File: src/rtl/mix_cic_interp_pkg.sv
// Shared constants for the fs/4-mixed, lane-interleaved 2-stage CIC interpolator.
package mix_cic_interp_pkg;

    localparam int CIC_R  = 8;
    localparam int CIC_N  = 2;
    localparam int GROWTH = 3;
    localparam int LANES  = 4;

    // fs/4 up-mix pattern; entry k is the sign applied to lane k+1.
    localparam int MIX_SIGN [LANES] = '{1, -1, -1, 1};

    // Integrator output visible at cnt=c belongs to lane ((c - LANE_OFFSET) mod 4) + 1.
    localparam logic [1:0] LANE_OFFSET = 2'd2;

endpackage

File: src/rtl/cic_interp_core.sv
// Comb, zero-stuffer and two integrators of the R=8, N=2, M=1 CIC interpolator.
module cic_interp_core
    import mix_cic_interp_pkg::*;
#(
    parameter int BW = 6
) (
    input  logic                        clk_i,
    input  logic                        rst_i,
    input  logic                        en_i,
    input  logic signed [BW-1:0]        sample_i,
    input  logic                        load_i,
    input  logic                        zero_phase_i,
    output logic signed [BW+GROWTH-1:0] y_o
);

    localparam int W = BW + GROWTH;

    logic signed [BW-1:0] x1_q, x2_q;
    logic signed [W-1:0]  comb_d, comb_q;
    logic signed [W-1:0]  int1_d, int1_q;
    logic signed [W-1:0]  int2_d, int2_q;
    logic signed [W-1:0]  x0_ext, x1_ext, x2_ext;

    // Low-rate comb pair collapses to the second difference x - 2x[-1] + x[-2].
    always_comb begin
        x0_ext = {{GROWTH{sample_i[BW-1]}}, sample_i};
        x1_ext = {{GROWTH{x1_q[BW-1]}}, x1_q};
        x2_ext = {{GROWTH{x2_q[BW-1]}}, x2_q};
        comb_d = x0_ext - (x1_ext <<< 1) + x2_ext;
        int1_d = int1_q + (zero_phase_i ? comb_q : '0);
        int2_d = int2_q + int1_q;
    end

    always_ff @(posedge clk_i) begin
        if (rst_i) begin
            x1_q   <= '0;
            x2_q   <= '0;
            comb_q <= '0;
            int1_q <= '0;
            int2_q <= '0;
        end else if (en_i) begin
            if (load_i) begin
                x1_q   <= sample_i;
                x2_q   <= x1_q;
                comb_q <= comb_d;
            end
            int1_q <= int1_d;
            int2_q <= int2_d;
        end
    end

    assign y_o = int2_q;

endmodule

File: src/rtl/mix_ti_cic_interp_8x2p.sv
// Interpolate-by-8 CIC, fs/4 up-mixer and 4-lane DAC de-interleaver with frame strobe.
// Optional sticky underflow detection is built when MIX_CIC_INTERP_UFLOW_EN is defined.
module mix_ti_cic_interp_8x2p
    import mix_cic_interp_pkg::*;
#(
    parameter int BW = 6,
    parameter int R  = 8,
    parameter int N  = 2
) (
    input  logic                 CLK,
    input  logic                 RES,
    input  logic                 ENABLE,
    input  logic signed [BW-1:0] IN,
    input  logic                 IN_VALID,
    output logic                 IN_READY,
    output logic signed [BW+3:0] OUT1,
    output logic signed [BW+3:0] OUT2,
    output logic signed [BW+3:0] OUT3,
    output logic signed [BW+3:0] OUT4,
    output logic                 OUT_VALID,
    output logic                 UNDERFLOW
);

    localparam int CNT_W = $clog2(R);
    localparam int YW    = BW + (N - 1) * $clog2(R);
    localparam int OW    = BW + 4;

    // Extend before negating so -2^(YW-1) maps to +2^(YW-1) without wrap.
    function automatic logic signed [OW-1:0] mix_lane(input logic signed [YW-1:0] y,
                                                      input logic [1:0] lane);
        logic signed [OW-1:0] ext;
        ext = {{(OW - YW){y[YW-1]}}, y};
        return (MIX_SIGN[lane] < 0) ? -ext : ext;
    endfunction

    logic [CNT_W-1:0]     cnt_d, cnt_q;
    logic                 last_slot;
    logic                 load;
    logic signed [BW-1:0] sample;
    logic signed [YW-1:0] y;
    logic [1:0]           lane_idx;
    logic signed [OW-1:0] mixed;
    logic signed [OW-1:0] stage_d [3];
    logic signed [OW-1:0] stage_q [3];
    logic signed [OW-1:0] out_d   [LANES];
    logic signed [OW-1:0] out_q   [LANES];

    assign last_slot = (cnt_q == CNT_W'(R - 1));
    assign load      = ENABLE & last_slot;
    assign IN_READY  = load;
    assign sample    = IN_VALID ? IN : '0;
    assign OUT_VALID = ENABLE & (cnt_q[1:0] == 2'b10);

    cic_interp_core #(.BW(BW)) u_core (
        .clk_i        (CLK),
        .rst_i        (RES),
        .en_i         (ENABLE),
        .sample_i     (sample),
        .load_i       (load),
        .zero_phase_i (cnt_q == '0),
        .y_o          (y)
    );

    // Lanes 1-3 wait in a staging buffer; lane 4 releases the whole frame at once.
    always_comb begin
        cnt_d    = cnt_q + CNT_W'(1);
        lane_idx = cnt_q[1:0] - LANE_OFFSET;
        mixed    = mix_lane(y, lane_idx);
        stage_d  = stage_q;
        out_d    = out_q;
        case (lane_idx)
            2'd0: stage_d[0] = mixed;
            2'd1: stage_d[1] = mixed;
            2'd2: stage_d[2] = mixed;
            default: begin
                out_d[0] = stage_q[0];
                out_d[1] = stage_q[1];
                out_d[2] = stage_q[2];
                out_d[3] = mixed;
            end
        endcase
    end

    always_ff @(posedge CLK) begin
        if (RES) begin
            cnt_q <= '0;
            for (int i = 0; i < 3; i++) stage_q[i] <= '0;
            for (int i = 0; i < LANES; i++) out_q[i] <= '0;
        end else if (ENABLE) begin
            cnt_q   <= cnt_d;
            stage_q <= stage_d;
            out_q   <= out_d;
        end
    end

    assign OUT1 = out_q[0];
    assign OUT2 = out_q[1];
    assign OUT3 = out_q[2];
    assign OUT4 = out_q[3];

`ifdef MIX_CIC_INTERP_UFLOW_EN
    logic uflow_d, uflow_q;

    assign uflow_d = uflow_q | (load & ~IN_VALID);

    always_ff @(posedge CLK) begin
        if (RES) begin
            uflow_q <= 1'b0;
        end else begin
            uflow_q <= uflow_d;
        end
    end

    assign UNDERFLOW = uflow_q;
`else
    assign UNDERFLOW = 1'b0;
`endif

endmodule

File: config.mk
export PLATFORM = sky130hd
export DESIGN_NAME = mix_ti_cic_interp_8x2p
export DESIGN_NICKNAME = d
export VERILOG_FILES = /design/src/rtl/mix_cic_interp_pkg.sv /design/src/rtl/cic_interp_core.sv /design/src/rtl/mix_ti_cic_interp_8x2p.sv
export SDC_FILE = /design/constraint.sdc
export NUM_CORES = 1
export LEC_CHECK = 0
export ABC_AREA = 1
export CAP_MARGIN = 20
export CORE_MARGIN = 2
export CORE_UTILIZATION = 45
export CTS_CLUSTER_SIZE = 16
export DETAILED_ROUTE_END_ITERATION = 10
export SYNTH_ARGS = -nofsm -noshare
export SYNTH_HDL_FRONTEND = slang
export SYNTH_HIERARCHICAL = 1
export SYNTH_SLANG_ARGS = --single-unit
File: constraint.sdc
create_clock -name CLK -period 3.1 [get_ports CLK]
set_clock_uncertainty 0.2 [all_clocks]
set_input_delay 0.93 -clock CLK [delete_from_list [all_inputs] [get_ports CLK]]
set_output_delay 0.93 -clock CLK [all_outputs]
set_load 0.005 [all_outputs]
# == Word-level counts from Yosys, hierarchy flattened ==
# Index checks and enable logic that the tools add are counted.
# totals
latch_bits,0
elab_cells,44
mem_bits_ro,0
register_bits,112
input_bits,10
out_inout_bits,43
memories,0
ram_bits,0
# classes
reduce_logical,8
n_bitwise,4
eq_ne,4
addsub,7
n_mul,0
div,0
magnitude_cmp,2
n_shift,0
n_mux,6
# op_table
op,count
$bmux 32 s2,1
$mux 32,2
$lt 32x1->1 const B,1
$add 9x9->9,2
$mux 10,1
$neg 9->10,1
$reduce_and 2->1,5
$add 8x6->9,1
$mux 9,1
$sub 6x7->8,1
$mux 6,1
$eq 2x2->1 const B,2
$add 3x1->3 const B,1
$eq 3x3->1 const B,1
$ge 3x3->1 const B,1
$logic_not 3->1,1
$not 2->3,1
$reduce_or 3->1,1
$and 1x1->1,2
$eq 2x1->1 const B,1
$logic_not 2->1,1
$sub 2x2->2 const B,1
$not 1->1,1

# == Longest topological paths before layout ==
# logic_depth
depth_word,7
depth_mapped,17
ltp_nobuf,16

# == By module ==
# Netlist, hierarchy kept.
# by_module_without_submodules
module,cells_each,instances,area_per_inst_um2
mix_ti_cic_interp_8x2p,416,1,3155.5
cic_interp_core,435,1,2859.0

# == Worst setup path before layout ==
# OpenSTA, ideal clock, no wires.
# synth_path
kind,input -> register
startpoint,in IN[5]
endpoint,reg u_core.comb_q[8]
stages,14
setup_time_ns,0.109
required_ns,2.791
arrival_ns,2.514
path_slack_ns,0.277
cell_sequence,nand2_1 -> inv_1 -> inv_1 -> fa_1 -> inv_1 -> ha_1 -> nand2_1 -> inv_1 -> a21oi_1 -> nand2_1 -> nand2_1 -> nand3_1 -> nand2_1 -> inv_1
# synth_via
elab_chain_cells,3
# synth_lines
item,line_no,source
from (decl),mix_ti_cic_interp_8x2p.sv:13,"input logic signed [BW-1:0] IN,"
$mux 6,mix_ti_cic_interp_8x2p.sv:51,assign sample = IN_VALID ? IN : '0;
net sample[5],mix_ti_cic_interp_8x2p.sv:39,logic signed [BW-1:0] sample;
$sub 6x7->8,cic_interp_core.sv:29,comb_d = x0_ext - (x1_ext <<< 1) + x2_ext;
$add 8x6->9,cic_interp_core.sv:29,
to (signal assigned),cic_interp_core.sv:45,comb_q <= comb_d;
to (decl),cic_interp_core.sv:19,"logic signed [W-1:0] comb_d, comb_q;"
# The timed path passes the listed nets, and every way through them passes these cells.
# A chain may end at the register's enable or synchronous reset.

# == Final worst setup path ==
# layout_path
startpoint,in ENABLE
endpoint,out IN_READY
# layout_via
elab_chain_cells,1
# layout_lines
item,line_no,source
from (decl),mix_ti_cic_interp_8x2p.sv:12,"input logic ENABLE,"
$and 1x1->1,mix_ti_cic_interp_8x2p.sv:49,assign load = ENABLE & last_slot;
to (decl),mix_ti_cic_interp_8x2p.sv:15,"output logic IN_READY,"
# No other way between the ends.

==> qor.csv <==
metric,value,unit
p_leak,3.559,nW
fin_util,53.84,%
diodes,0,
nNetsFinal,953,
timing.rr.end,u_core/int1_q[8]$_SDFFE_PP0P_,
synth_ff_type,dfxtp_1,
ys_top_cells_by_area,"dfxtp_1 (37%), inv_1 (9.3%), nand2_1 (8.8%)",
antenna_found_initial,0,
synth_area_leader_cell,dfxtp_1,
synth_area,6015,sq um
worstHoldEndpoint,OUT2[6]$_SDFFE_PP0P_,
synth_seq_area_share,37.28,%
rr_startpoint,cnt_q[0]$_SDFFE_PP0P_,
status,"complete, no violations",
htree_levels,3,
slowest_stage,clkdlybuf4s50_1,
drc,0,
die_y,119.6,um
setup.worst_path.end_class,primary output,
hold_path_class,register to register,
arrival,1.85,ns
ys_types,33,
syn_nets,899,
cp.depth,4,
final_cell_mix,"inv_1 (148), nor2_1 (141), nand2_1 (140)",
ant_nets,0,
clockRootBuffer,clkbuf_16,
cts_setup_buffers,0,
cts_sinks,112,
crit_required,1.97,ns
slew_violations,0,
vias,5149,
start_util,45.78,%
ioPinCount,53,
firstDrtPassIters,4,
path_cells,dlygate4sd2_1 -> nand2_1 -> inv_1 -> clkdlybuf4s50_1,
synth_top_area_share,37.28,%
synth-seq-cells,112,
final_common_cell,inv_1,
finalSetupTns,0,ns
timing.critical_path.buf_inv,3,
area_delta_synth_final,17.60,%
drtIter0Drc,362,
async_flop_share,0,%
die_area,14310,sq um
pwr_density_cell,477.7,nW/um^2
wire_per_inst,11.42,um
gp_congestion,0.9063,
hold_start,stage_q[16]$_SDFFE_PP0P_,
max-cap-violations,0,
clk_pin_slew_worst_paths,0.07,ns
drt-vias-per-instance,4.746,
grt_max_degree,48,
grt_pass1_wl,21.31,mm
fp.dieW,119.6,um
tightest_slew,0.7145,ns
path_class,primary input to primary output,
regToRegSetupSlack,0.53,ns
fmax,336.1,MHz
yosysWarnings,6,
cp_max_fo,3,
cts_made_buffers,9,
finalHoldViolations,0,
clk_latency,0.35,ns
drive_above_1_share,7.921,%
slew-limit-headroom,51.86,%
min_period_over_period,95.97,%
reg2reg_depth,17,
postCtsHoldBufs,0,
max_stage_delay,0.50,ns
irDropWorstVdd,0.0002235,V
clock_path_buffers,2,
core-area,13140,sq um
grt_usage,18.08,%
netlist_instances,851,
fin_crit,2.975,ns
overflow,0,
cp-start-kind,primary input,
totalWireLength,12.40,mm
io_buffers,51,
final-setup-viol-count,0,
synth_area_per_cell,7.068,sq um
min_path_cells,2,
row_count,42,
critical_path.top_delay_family,buffers and inverters,
hpwl,9.161,mm
synth-edff-count,0,
cts_tree,yes,
grt_pass1_vias,4963,
[power by group]
group / switching, mW / internal, mW
sequential: 0.0549 / 1.52
combinational: 0.371 / 0.279
clock: 0.507 / 0.649
[stage by stage]
stage | setup slack, ns | instances | area (sq um) | power (mW) | hold slack (ns)
after floorplan | 0.2773 | 851 | 6015 | 2.042 | 0.2297
after global placement | -0.3640 | 1070 | 6709 | 2.224 | 0.2398
after detailed placement | -0.4056 | 1070 | 6709 | 2.241 | 0.2503
after CTS | 0.04498 | 1085 | 7012 | 3.405 | 0.2601
after global routing | -0.01934 | 1085 | 7073 | 3.569 | 0.2791
final | 0.1248 | 1085 | 7073 | 3.379 | 0.2542
[worst max-delay path by stage]
stage                     startpoint                            end  slack [ns]
after global placement      IN_VALID  u_core/comb_q[7]$_SDFFE_PP0P_       -0.36
after floorplan                IN[5]  u_core/comb_q[8]$_SDFFE_PP0P_        0.28
after detailed placement    IN_VALID  u_core/comb_q[7]$_SDFFE_PP0P_       -0.41
after CTS                      IN[5]  u_core/comb_q[8]$_SDFFE_PP0P_        0.04
after global routing           IN[5]  u_core/comb_q[8]$_SDFFE_PP0P_       -0.02
final                         ENABLE                       IN_READY        0.12
[cells by family (layout without fill, tap and decap cells)]
group / after synthesis / count (layout) / synth area share [%]
AOI/OAI and AO/OA: 144 / 144 / 12.40
buffers and inverters: 187 / 245 / 13.71
other: 1 / 1 / 0.06235
adders and majority gates: 38 / 38 / 8.904
xor gates and xnor gates: 12 / 12 / 2.060
DFF: 112 / 112 / 37.28
and+or+nand+nor: 357 / 357 / 25.59
[flip-flops by register name, indices dropped and copies added (netlist names)]
| signal | cells |
|---|---|
| stage_q | 30 |
| OUT1 | 10 |
| OUT2 | 10 |
| OUT3 | 10 |
| OUT4 | 10 |
| u_core/comb_q | 9 |
| u_core/int1_q | 9 |
| u_core/y_o | 9 |
| u_core/x1_q | 6 |
| u_core/x2_q | 6 |
| cnt_q | 3 |
[cell usage after synthesis (2+ instances only)]
master	n
nand3b_1	6
nand3_1	52
o21bai_1	4
fa_1	8
clkbuf_1	6
o21ai_0	72
inv_2	3
o21ai_1	12
xor2_1	5
nand2_2	4
buf_2	10
xnor2_1	6
inv_1	149
dfxtp_1	112
buf_4	6
a21oi_1	54
nand2_4	4
ha_1	30
nand3_2	2
nand2_1	141
or2_4	5
nor2_1	141
buf_6	9
[what timing repair did]
action	4_1_cts	5_1_grt
setup endpoints to repair	4	3
gates resized for setup	4	8
pin swaps	0	2
[layer usage]
layer | up-vias | wire [um] | part of all wire (%) | GRT usage [%]
met4 | 0 | 212 | 1.7 | 7.794
met5 | - | 0 | 0 | 0
met1 | 2340 | 5809 | 47 | 21.68
met2 | 70 | 6067 | 49 | 32.18
li1 | 2724 | - | - | -
met3 | 15 | 306 | 2.5 | 2.567
[layout make-up]
cell class / instances / area (sq um)
fill: 1281 / 6065
multi-input combinational: 552 / 3025
sequential: 112 / 2242
timing repair buffer: 76 / 708.2
inverter: 154 / 588.1
clock buffer: 13 / 250.2
tap: 176 / 220.2
clock inverter: 2 / 38.79
[worst register-to-register path: stages (launching register included)]
cell and delay [ns]:
dfxtp_1 0.36, inv_1 0.10, ha_1 0.25, inv_1 0.07
nor2_1 0.04, buf_4 0.16, nand2_1 0.07, inv_1 0.04
ha_1 0.21, fa_1 0.41, nand2_1 0.09, nand2_1 0.09
nand3_1 0.11, nand2_1 0.06, nand2_1 0.06, nand3_1 0.06
nand2_1 0.08, inv_1 0.03
Power figures use the tool's default switching activity.
